$ cat src/rtl/pen_locator.sv
// Light-pen locator: sweeps the 8x8 matrix pixel by pixel and reports where the pen sees light.
// Define PEN_BEST_EN to scan all 64 pixels and report the brightest hit instead of the first.
module pen_locator #(
  parameter int unsigned SETTLE_CYCLES = 2500,
  parameter int unsigned DWELL_CYCLES  = 2500,
  parameter int unsigned HIT_THRESH    = 1000
) (
  input  logic       clk,
  input  logic       rst_n,
  input  logic       start,
  input  logic       pen_in,
  output logic [7:0] row_scan,
  output logic [7:0] col_scan,
  output logic       busy,
  output logic       valid,
  output logic       found,
  output logic [2:0] row_d,
  output logic [2:0] col_d
);

  localparam int unsigned MaxCycles = (SETTLE_CYCLES > DWELL_CYCLES) ? SETTLE_CYCLES
                                                                     : DWELL_CYCLES;
  localparam int unsigned CntW = $clog2(MaxCycles + 1);

  localparam logic [CntW-1:0] SettleLast = CntW'(SETTLE_CYCLES - 1);
  localparam logic [CntW-1:0] DwellLast  = CntW'(DWELL_CYCLES - 1);
  localparam logic [CntW-1:0] DwellMax   = CntW'(DWELL_CYCLES);
  localparam logic [CntW:0]   ThreshW    = (CntW + 1)'(HIT_THRESH);

  typedef enum logic [2:0] {StIdle, StSettle, StSample, StEval, StDone} state_e;

  state_e          state_q;
  logic [5:0]      idx_q;
  logic [CntW-1:0] cnt_q;
  logic [CntW-1:0] hits_q;
  logic            pen_meta_q;
  logic            pen_sync_q;

  logic            hit_ok;
  logic [5:0]      next_idx;

`ifdef PEN_BEST_EN
  logic [CntW-1:0] best_hits_q;
  logic [5:0]      best_idx_q;
  logic            best_ok_q;
  logic            best_take;
`endif

  always_comb begin
    hit_ok   = {1'b0, hits_q} >= ThreshW;
    next_idx = idx_q + 6'd1;
`ifdef PEN_BEST_EN
    // Strictly greater keeps the earlier pixel on ties.
    best_take = hit_ok && (!best_ok_q || (hits_q > best_hits_q));
`endif
  end

  always_ff @(posedge clk or negedge rst_n) begin
    if (!rst_n) begin
      state_q     <= StIdle;
      idx_q       <= '0;
      cnt_q       <= '0;
      hits_q      <= '0;
      pen_meta_q  <= 1'b0;
      pen_sync_q  <= 1'b0;
      row_scan    <= 8'hFF;
      col_scan    <= 8'h00;
      busy        <= 1'b0;
      valid       <= 1'b0;
      found       <= 1'b0;
      row_d       <= '0;
      col_d       <= '0;
`ifdef PEN_BEST_EN
      best_hits_q <= '0;
      best_idx_q  <= '0;
      best_ok_q   <= 1'b0;
`endif
    end else begin
      pen_meta_q <= pen_in;
      pen_sync_q <= pen_meta_q;

      unique case (state_q)
        StIdle: begin
          if (start) begin
            state_q     <= StSettle;
            idx_q       <= '0;
            cnt_q       <= '0;
            busy        <= 1'b1;
            row_scan    <= 8'hFE;
            col_scan    <= 8'h01;
`ifdef PEN_BEST_EN
            best_hits_q <= '0;
            best_idx_q  <= '0;
            best_ok_q   <= 1'b0;
`endif
          end
        end

        StSettle: begin
          if (cnt_q == SettleLast) begin
            state_q <= StSample;
            cnt_q   <= '0;
            hits_q  <= '0;
          end else begin
            cnt_q <= cnt_q + 1'b1;
          end
        end

        StSample: begin
          if (pen_sync_q && (hits_q != DwellMax)) begin
            hits_q <= hits_q + 1'b1;
          end
          if (cnt_q == DwellLast) begin
            state_q <= StEval;
            cnt_q   <= '0;
          end else begin
            cnt_q <= cnt_q + 1'b1;
          end
        end

        StEval: begin
`ifdef PEN_BEST_EN
          if (best_take) begin
            best_ok_q   <= 1'b1;
            best_hits_q <= hits_q;
            best_idx_q  <= idx_q;
          end
          if (idx_q == 6'd63) begin
            state_q  <= StDone;
            valid    <= 1'b1;
            row_scan <= 8'hFF;
            col_scan <= 8'h00;
            found    <= best_ok_q || best_take;
            if (best_take) begin
              row_d <= idx_q[5:3];
              col_d <= idx_q[2:0];
            end else if (best_ok_q) begin
              row_d <= best_idx_q[5:3];
              col_d <= best_idx_q[2:0];
            end
          end else begin
            state_q  <= StSettle;
            idx_q    <= next_idx;
            row_scan <= ~(8'd1 << next_idx[5:3]);
            col_scan <= 8'd1 << next_idx[2:0];
          end
`else
          if (hit_ok || (idx_q == 6'd63)) begin
            state_q  <= StDone;
            valid    <= 1'b1;
            row_scan <= 8'hFF;
            col_scan <= 8'h00;
            found    <= hit_ok;
            if (hit_ok) begin
              row_d <= idx_q[5:3];
              col_d <= idx_q[2:0];
            end
          end else begin
            state_q  <= StSettle;
            idx_q    <= next_idx;
            row_scan <= ~(8'd1 << next_idx[5:3]);
            col_scan <= 8'd1 << next_idx[2:0];
          end
`endif
        end

        StDone: begin
          // start is deliberately not looked at here.
          state_q <= StIdle;
          valid   <= 1'b0;
          busy    <= 1'b0;
        end

        default: state_q <= StIdle;
      endcase
    end
  end

endmodule
$ cat config.mk
export PLATFORM = sky130hd
export DESIGN_NAME = pen_locator
export DESIGN_NICKNAME = d
export VERILOG_FILES = /design/src/rtl/pen_locator.sv
export SDC_FILE = /design/constraint.sdc
export NUM_CORES = 1
export LEC_CHECK = 0
export CAP_MARGIN = 20
export CORE_MARGIN = 2
export CORE_UTILIZATION = 25
export DETAILED_ROUTE_END_ITERATION = 12
export GPL_TIMING_DRIVEN = 0
export HOLD_SLACK_MARGIN = 0.12
export SLEW_MARGIN = 20
export SYNTH_ARGS = -nofsm -noshare
export SYNTH_HDL_FRONTEND = slang
export SYNTH_SLANG_ARGS = --single-unit
$ cat constraint.sdc
create_clock -name clk -period 3.15 [get_ports clk]
set_clock_uncertainty 0.15 [all_clocks]
set_input_delay 0.7875 -clock clk [delete_from_list [all_inputs] [get_ports clk]]
set_output_delay 0.7875 -clock clk [all_outputs]
set_load 0.05 [all_outputs]
==> summary.md <==
| Metric | Value |
|---|---|
| Tmin final | `2.59 ns` |
| DR vias | `2,531` |
| Sw Ratio | `0.226` |
| Final WL | `7160 um` |
| Final nets | `353` |
| Register area | `1510 um^2` |
| Post-route antenna net violation count | `0` |
| Largest net degree at the start of global routing | `35` |
| Antenna violations before repair | `0` |
| Pre-CTS setup slack | `0.233 ns` |
| Mapped Nets | `313` |
| Setup TNS | `0 ns` |
| H-tree Lvls | `3` |
| Vias in the first global route | `2,528` |
| Clk pin slew, worst setup/hold paths | `0.05 ns` |
| Setup Fix Bufs, Post-CTS | `0` |
| Detailed Route Iter0 Violations | `120` |
| Drt wl/cell | `14.5 um` |
| Die ar. | `13,200 um^2` |
| CP required | `2.21 ns` |
| Slew margin rel. | `0.575` |
| Switch Pwr | `0.000502 W` |
| Cell count after synthesis | `301` |
| Clock power frac | `0.515` |
| Tot Pwr | `0.00223 W` |
| # fillers | `1,250` |
| RSZ-0062 raised after global routing | `no` |
| Synthesized cell area | `3070 um^2` |
| Register area share after synthesis | `0.492` |
| VDD IR-drop max | `0.244 mV` |
| Placer Congestion | `0.840` |
| Netlist cell types | `59` |
| Yosys warning count | `0` |
| Crit path capture type | `output pin` |
| Synth Flop Type | `dfrtp_1` |
| Startpoint Class | `flip-flop` |
| Crit Path Category | `flip-flop to output pin` |
| Clock sink total | `60` |
| R2R Path Start | `cnt_q[0]` |
| Crit Path Max Fanout | `2` |
| FF-to-FF setup slack | `0.81 ns` |
| P_int | `0.00172 W` |
| TritonRoute pass-1 iters | `4` |
| Critical Path Max Stage Delay | `0.80 ns` |
| DRC | `0` |
| Die span in x | `115 um` |
| Vias/cell | `5.13` |
| Post-synthesis register bit count | `60` |
| Initial Util | `0.256` |
| PortBufs | `28` |
| Final Hold Fails | `0` |
| Crit-path cells | `clkdlybuf4s50_1` |
| Final setup vio count | `0` |
| CTS resizes | `0` |
| Area of the multi-input gates | `1470 um^2` |
| Delay-heaviest family, CP | `buffers and inverters` |
| Clk root buf | `clkbuf_16` |
| Final Slew Violations | `0` |
| DP HPWL | `5070 um` |
| CTS tree | `done` |
| MaxCap Viol Count | `0` |
| Clock Tree Buf Depth | `2` |
| Tcrit/Tclk final | `0.824` |
| Worst-Skew Late Latency | `0.32 ns` |
| R2r worst-path depth | `6` |
| # placed instances | `477` |
| Measured slew at the worst slew-check pin | `0.633 ns` |
| Die height | `115 um` |
| Gr ovfl total | `0` |
| Outcome | `complete, no violations` |
| Final Cell Area | `3900 um^2` |
| Worst Setup SP | `row_scan[2]` |
| Cell row count | `40` |
| N_diodes | `0` |
| Max frequency | `0.385 GHz` |
| Crit path depth | `1` |
| Sequential Power Share | `0.409` |
| Share of layout cells above drive strength 1 | `0.153` |
| Final cell count without fillers | `493` |
| Syn avg cell area | `10.2 um^2` |
| Pwr dens | `570 nW/um^2` |
| Worst Path Buf+Inv | `1` |
| First-pass GRT wire length | `12,500 um` |
| Core box area | `12,000 um^2` |
| Ys async rst share | `1.00` |
| Overall routing resource usage | `0.119` |
| CTS Buf Count | `9` |
| Logic gate share of total power | `0.076` |
| Worst Setup Slack, final | `0.555 ns` |
| Ports | `29` |
| Crit path to | `row_scan[2]` |
| LEAKAGE | `1.64 nW` |
| Hold WC Path Type | `flip-flop to flip-flop` |
| Crit path DAT | `1.66 ns` |
| Hold Buf Count CTS | `0` |
| Critical path's slowest cell | `clkdlybuf4s50_1` |
| FF-to-FF End | `cnt_q[11]` |
| Post-synth EDFFs | `0` |
| Area Growth Syn to Fin | `27.2%` |
| Area after DPL | `3550 um^2` |
## state kept, by name, indices dropped and copies added (netlist names)
signal	cells
col_d	3
found	1
row_scan	8
col_scan	8
state_q	3
pen_meta_q	1
hits_q	12
cnt_q	12
pen_sync_q	1
row_d	3
idx_q	6
valid	1
busy	1
## logic make-up (layout without fill, tap and decap cells)
logic type / count (synthesis) / count (layout) / synth area share
adders and majority gates: 8 / 8 / 0.0326
muxes: 8 / 8 / 0.0285
and+or+nand+nor: 118 / 118 / 0.208
xor gates and xnor gates: 9 / 9 / 0.0257
AOI/OAI and AO/OA: 77 / 77 / 0.184
buffers and inverters: 21 / 66 / 0.0281
DFF: 60 / 60 / 0.492
## worst min-delay path by stage
stage	from	cells after the start	slack [ns]	end
3_5_place_dp	pen_meta_q	0	0.19	pen_sync_q
6_report	pen_meta_q	0	0.20	pen_sync_q
3_3_place_gp	pen_meta_q	0	0.19	pen_sync_q
2_1_floorplan	pen_meta_q	0	0.18	pen_sync_q
5_1_grt	pen_meta_q	0	0.22	pen_sync_q
4_1_cts	pen_meta_q	0	0.21	pen_sync_q
## per-layer routing
layer  vias to the layer above  wire, um  track usage
met3                         6       259       0.0406
met1                      1257      3210        0.151
met2                        51      3620        0.193
li1                       1217         -            -
met5                         -         0            0
met4                         0        63       0.0329
## power groups by stage
stage	clock, W	combinational (W)	sequential, W
2_1_floorplan	0	0.000108	0.000913
3_3_place_gp	0	0.000164	0.000919
3_5_place_dp	0	0.000170	0.000920
4_1_cts	0.00117	0.000173	0.000908
5_1_grt	0.00121	0.000191	0.000922
6_report	0.00115	0.000170	0.000910
## cell usage after synthesis (all sizes together), types with 3 or more instances
library cell / count / share of area
ha: 8 / 0.033
a21oi: 10 / 0.018
a221o: 3 / 0.0098
o21a: 3 / 0.0073
and2: 3 / 0.0061
nand3b: 3 / 0.0073
and3: 3 / 0.0065
nand3: 12 / 0.021
o31ai: 3 / 0.0090
mux2: 6 / 0.022
nor2: 25 / 0.031
clkbuf: 4 / 0.0049
inv: 10 / 0.012
a32o: 8 / 0.026
nor3: 7 / 0.011
a31oi: 12 / 0.024
o21ai: 11 / 0.018
dfrtp: 52 / 0.42
o211ai: 7 / 0.017
a31o: 3 / 0.0086
xnor2: 7 / 0.020
nand4b: 3 / 0.0086
nand4: 7 / 0.014
nand2: 30 / 0.037
nor4: 5 / 0.010
dfstp: 8 / 0.068
buf: 7 / 0.011
or4: 4 / 0.013
a22o: 4 / 0.011
## cells in the final DEF, fill, tap and decap left out, drive strengths merged, types with 5 or more instances in the layout
master	count
o211ai	7
xnor2	7
a21oi	10
nor2	25
a32o	8
nor3	7
nand2	30
dfrtp	52
nand3	12
ha	8
clkbuf	16
nor4	5
dfstp	8
inv	10
a31oi	12
o21ai	11
nand4	7
mux2	6
clkdlybuf4s50	27
buf	9
## layout make-up
class                      count  share of cell area
buffer                        11              0.0125
inverter                      10             0.00962
clock buffer                  12              0.0657
multi-input combinational    220               0.377
clock inverter                 4              0.0244
sequential                    60               0.387
tap                          147              0.0471
timing repair buffer          29              0.0763
## stage by stage
step                hold WS [ns]   util
floorplan                  0.181      -
global placement           0.191  0.294
detailed placement         0.189  0.296
CTS                        0.208  0.325
global route               0.225  0.325
finish                     0.201  0.325
## worst reg2reg max path: stages, from the launching register on
cell and delay, ns:
dfrtp_1 0.43, ha_1 0.25, nor4b_1 0.41, nand3_1 0.33, clkbuf_1 0.32, nand2_1 0.20
o211ai_1 0.11
No activity file was read; power rests on OpenSTA's default activity.
